--- src/rtl/fwd_regfile.sv ---
// Parametrised general register file with EX/MEM/WB operand forwarding,
// load-use stall detection and a saturating forwarding-event counter.
module fwd_regfile #(
  parameter int unsigned DATA_W   = 32,
  parameter int unsigned ADDR_W   = 5,
  parameter int unsigned NRD      = 2,
  parameter int unsigned ZERO_REG = 1
) (
  input  logic                     clk,
  input  logic                     rst,
  input  logic                     we,
  input  logic [ADDR_W-1:0]        waddr,
  input  logic [DATA_W-1:0]        wdata,
  input  logic [NRD-1:0]           re,
  input  logic [NRD*ADDR_W-1:0]    raddr,
  output logic [NRD*DATA_W-1:0]    rdata,
  input  logic                     ex_wreg,
  input  logic [ADDR_W-1:0]        ex_wd,
  input  logic [DATA_W-1:0]        ex_wdata,
  input  logic                     ex_is_load,
  input  logic                     mem_wreg,
  input  logic [ADDR_W-1:0]        mem_wd,
  input  logic [DATA_W-1:0]        mem_wdata,
  output logic                     stallreq,
  output logic [15:0]              fwd_cnt
);

  localparam int unsigned DEPTH = 1 << ADDR_W;
  localparam int unsigned CNT_W = 16;
  localparam int unsigned SUM_W = CNT_W + 1;

  logic [DATA_W-1:0] regs [DEPTH];
  logic [NRD-1:0]    fwd_hit;
  logic [NRD-1:0]    hazard;
  logic [ADDR_W-1:0] ra;
  logic              zero_rd;
  logic [SUM_W-1:0]  fwd_sum;

  // Per-port read mux: youngest producer wins, register 0 never forwards.
  always_comb begin
    rdata   = '0;
    fwd_hit = '0;
    hazard  = '0;
    ra      = '0;
    zero_rd = 1'b0;
    for (int unsigned i = 0; i < NRD; i++) begin
      ra      = raddr[i*ADDR_W +: ADDR_W];
      zero_rd = (ZERO_REG != 0) && (ra == '0);
      if (re[i] && !zero_rd && !rst) begin
        hazard[i] = ex_wreg && ex_is_load && (ex_wd == ra);
        if (ex_wreg && (ex_wd == ra) && !ex_is_load) begin
          rdata[i*DATA_W +: DATA_W] = ex_wdata;
          fwd_hit[i]                = 1'b1;
        end else if (mem_wreg && (mem_wd == ra)) begin
          rdata[i*DATA_W +: DATA_W] = mem_wdata;
          fwd_hit[i]                = 1'b1;
        end else if (we && (waddr == ra)) begin
          rdata[i*DATA_W +: DATA_W] = wdata;
        end else begin
          rdata[i*DATA_W +: DATA_W] = regs[ra];
        end
      end
    end
  end

  assign stallreq = |hazard;

  // Counter increment; one spare bit flags overflow for saturation.
  always_comb begin
    fwd_sum = {1'b0, fwd_cnt};
    for (int unsigned i = 0; i < NRD; i++) begin
      fwd_sum = fwd_sum + SUM_W'(fwd_hit[i]);
    end
  end

  always_ff @(posedge clk) begin
    if (rst) begin
      for (int unsigned d = 0; d < DEPTH; d++) begin
        regs[ADDR_W'(d)] <= '0;
      end
      fwd_cnt <= '0;
    end else begin
      if (we && !((ZERO_REG != 0) && (waddr == '0))) begin
        regs[waddr] <= wdata;
      end
      fwd_cnt <= fwd_sum[CNT_W] ? '1 : fwd_sum[CNT_W-1:0];
    end
  end

endmodule

--- config.mk ---
export PLATFORM = sky130hd
export DESIGN_NAME = fwd_regfile
export DESIGN_NICKNAME = d
export VERILOG_FILES = /design/src/rtl/fwd_regfile.sv
export SDC_FILE = /design/constraint.sdc
export NUM_CORES = 2
export LEC_CHECK = 0
export CAP_MARGIN = 30
export CORE_AREA = 4 4 345 347
export CTS_CLUSTER_SIZE = 8
export DETAILED_ROUTE_END_ITERATION = 10
export DIE_AREA = 0 0 349 351
export GPL_TIMING_DRIVEN = 0
export HOLD_SLACK_MARGIN = 0.03
export PLACE_DENSITY_LB_ADDON = 0.05
export SETUP_SLACK_MARGIN = 0.02
export SLEW_MARGIN = 25
export SYNTH_ARGS = -nofsm -noshare
export SYNTH_HDL_FRONTEND = slang
export SYNTH_SLANG_ARGS = --single-unit
--- constraint.sdc ---
create_clock -name clk -period 4.1 [get_ports clk]
set_clock_uncertainty 0.1 [all_clocks]
set_input_delay 1.025 -clock clk [delete_from_list [all_inputs] [get_ports clk]]
set_output_delay 1.025 -clock clk [all_outputs]
set_load 0.03 [all_outputs]
==> run_results.csv <==
group,metric,value,unit
pwr,total_power_draw,29.02,mW
critical_path,cp.required,2.97,ns
finish,drive_above_1_share,31.39,%
clocking,clkSinkCount,1040,
detailed_routing,wirelength,284400,um
yosys,synthesis.area,57760,um2
critical_path,max_stage_delay,0.61,ns
timing,fmax,0.2155,GHz
yosys,ys_ff_latch,1040,
critical_path,path_common_cell,"buf_12",
floorplan,fp.dieArea,122500,um2
timing,finalSetupViolCount,70,
global_route,grt_usage,45.84,%
pwr,p_leak,25.35,nW
detailed_routing,viasPerCell,7.231,
status,result_of_the_run,"finished with violations",
yosys,postSynthAreaPerCell,14.32,um2
critical_path,worst_setup_path_end_kind,"primary output",
global_route,gr-total-overflow,0,
detailed_routing,avgRoutedWirePerCell,46.10,um
floorplan,die_w,349,um
yosys,share_of_yosys_cell_area_claimed_by_the_top_area_cell_type,53.24,%
timing,setup_ws,-0.5404,ns
yosys,synth.yosys.seq_area_share,53.79,%
floorplan,num_io_pins,210,
finish,utilization,62.84,%
timing,grt_setup_unrepaired,"true",
clocking,cts.reportedPaths.clkPinSlew,0.05,ns
job,max_cap_viol_count,0,
finish,layout_common_cells,"edfxtp_1 (1024), and2_1 (936), mux4_2 (407)",
yosys,synthCells,4032,
floorplan,start_util,49.84,%
floorplan,die_h,351,um
critical_path,critical_path.cell_chain,"buf_12 > buf_12 > buf_16 > buf_12 > mux4_2 > mux4_2 > a211oi_4 > o22ai_1 > buf_4",
clocking,clock_buffer_depth,3,
yosys,cell_taking_the_most_area_after_synthesis,"edfxtp_1",
finish,mostFrequentLayoutCell,"edfxtp_1",
timing,hold_viol,0,
timing,finalWorstPathRequiredPeriod,4.640,ns
clocking,tritoncts_clock_tree,"done",
critical_path,critPathLaunchType,"input port",
status,violated_checks,"DRC, setup timing",
critical_path,slowest_stage,"mux4_2",
yosys,synth_edf_count,1024,
detailed_routing,num_vias,44610,
timing,slew-limit-headroom,24.70,%
floorplan,coreArea,115900,um2
detailed_routing,detail_route.first_pass.iterations,11,
finish,multiInputGateArea,27110,um2
yosys,yosys-top-cells-area,"edfxtp_1 (53%), mux4_2 (15%), and2_1 (10%), mux2i_1 (4.4%), clkbuf_1 (2.0%)",
pwr,vdd_ir_drop_max,0.0005018,V
finish,sequential_cell_area,31070,um2
critical_path,crit_arrival,3.52,ns
placed_design,place.port_buffers,199,
critical_path,path_class,"in2out",
placed_design,placedCellCount,5805,
finish,post_layout_nets,4737,
global_route,grt_pass1_vias,43320,
detailed_routing,drtAntennaViolNets,0,
yosys,ys_dominant_reg_cell,"edfxtp_1",
critical_path,critical_path.max_fanout,5,
global_route,grt_antenna_before_repair,18,
floorplan,placementRows,125,
placed_design,hpwlAfterDp,201200,um
yosys,yosys_warnings,0,
finish,finish.cell_count_without_fillers,6169,
yosys,yosys.cell_types.count,65,
finish,layout_filler_cell_count,8728,
detailed_routing,detail_route.iter0.violations,7521,
hold_path,hold_path.class,"reg2reg",
timing,final_max_slew_viol_count,0,
timing,period_utilization_post_route,113.2,%
detailed_routing,drc_errors,2,
placed_design,gpl.final_weighted_congestion,1.040,
clocking,cts_root_buf,"clkbuf_16",
clocking,htreeDepth,4,
global_route,first_pass_grt_wire_length,372400,um
global_route,grt_max_degree,33,
yosys,postSynth.asyncResetShare,0,%
pwr,power_per_cell_area,398.6,nW/um2
finish,areaGrowthSynthToFinish,26.08,%
clocking,latest_clock_arrival_within_the_worst_skew_pair,0.77,ns
timing,worst_pin_slew,1.129,ns
clocking,cts_inserted_buffers,148,
## final timing paths
kind | cells after the start | end | startpoint | slack (ns)
setup / recovery | 9 | rdata[2] | raddr[1] | -0.54
hold / removal | 1 | fwd_cnt[12] | fwd_cnt[12] | 0.46
setup reg to reg | 10 | fwd_cnt[10] | fwd_cnt[0] | 1.94
hold reg to reg | 1 | fwd_cnt[12] | fwd_cnt[12] | 0.46
## where the power goes
part           total (mW)  switching, mW  internal [mW]  leakage (nW)
clock                11.4           4.81           6.62          1.99
combinational        4.99           2.99           2.00          13.5
sequential           12.6          0.327           12.3          9.88
## final cells by class
| class | count | area share (%) |
|---|---|---|
| flip-flops and latches | 1040 | 42.67 |
| multi-input cells | 2557 | 37.23 |
| repair buffers | 398 | 6.383 |
| plain buffers | 447 | 5.419 |
| clock buffers | 168 | 5.247 |
| well taps | 1524 | 2.618 |
| clock inverters | 15 | 0.3453 |
| inverters | 14 | 0.07388 |
| diodes | 6 | 0.02062 |
## stage by stage
step	setup TNS [ns]	setup WS, ns	hold slack, ns	instance area, um2
after floorplan	-0.1697	-0.03045	0.5687	58200
after global placement	-971.13	-3.060	0.4171	62100
after detailed placement	-645.57	-2.825	0.4428	62500
after CTS	-19.99	-0.4321	0.4544	71410
after global routing	-23.30	-0.5470	0.4784	72810
final	-24.09	-0.5404	0.4580	72820
## synth_stat cells, drive strengths merged (30+ instances only)
cell type and instances:
edfxtp 1024, and2 938, mux4 414, clkbuf 306, mux2i 254, buf 146, a22oi 89, o211ai 74
o221ai 70, nor3 65, mux2 64, a221oi 58, nor2 52, o21ai 46, nand2 44, a221o 42
or2 33, nor2b 32, o22ai 30
## metal layers
layer	vias up	wire length, um	track usage, %
met5	-	23	0.03925
met4	4	29720	36.96
met3	938	37420	12.92
met2	4048	116000	64.40
met1	22750	101300	59.71
li1	16870	-	-
## worst max-delay path, delay by kind of cell
| family | cells | cell delay, ns |
|---|---|---|
| buffers and inverters | 5 | 0.71 |
| muxes | 2 | 1.14 |
| AOI/OAI and AO/OA | 2 | 0.63 |
## cells by family after synthesis
group | synth area share, %
AOI/OAI and AO/OA | 7.060
xor gates and xnor gates | 0.6369
adders and majority gates | 0.05632
buffers and inverters | 3.761
DFF | 53.79
muxes | 21.93
other | 0.006493
and+or+nand+nor | 12.76
## sequential cells by signal (all words and copies together) (netlist names)
register  flops
regs       1024
fwd_cnt      16
## what timing repair did
item	in CTS	in global routing
cloned	10	6
buffers inserted	106	65
setup endpoints to repair	113	76
pin swaps	152	133
hold buffers	0	0
gates resized for setup	1298	195
No activity file was read; power rests on OpenSTA's default activity.
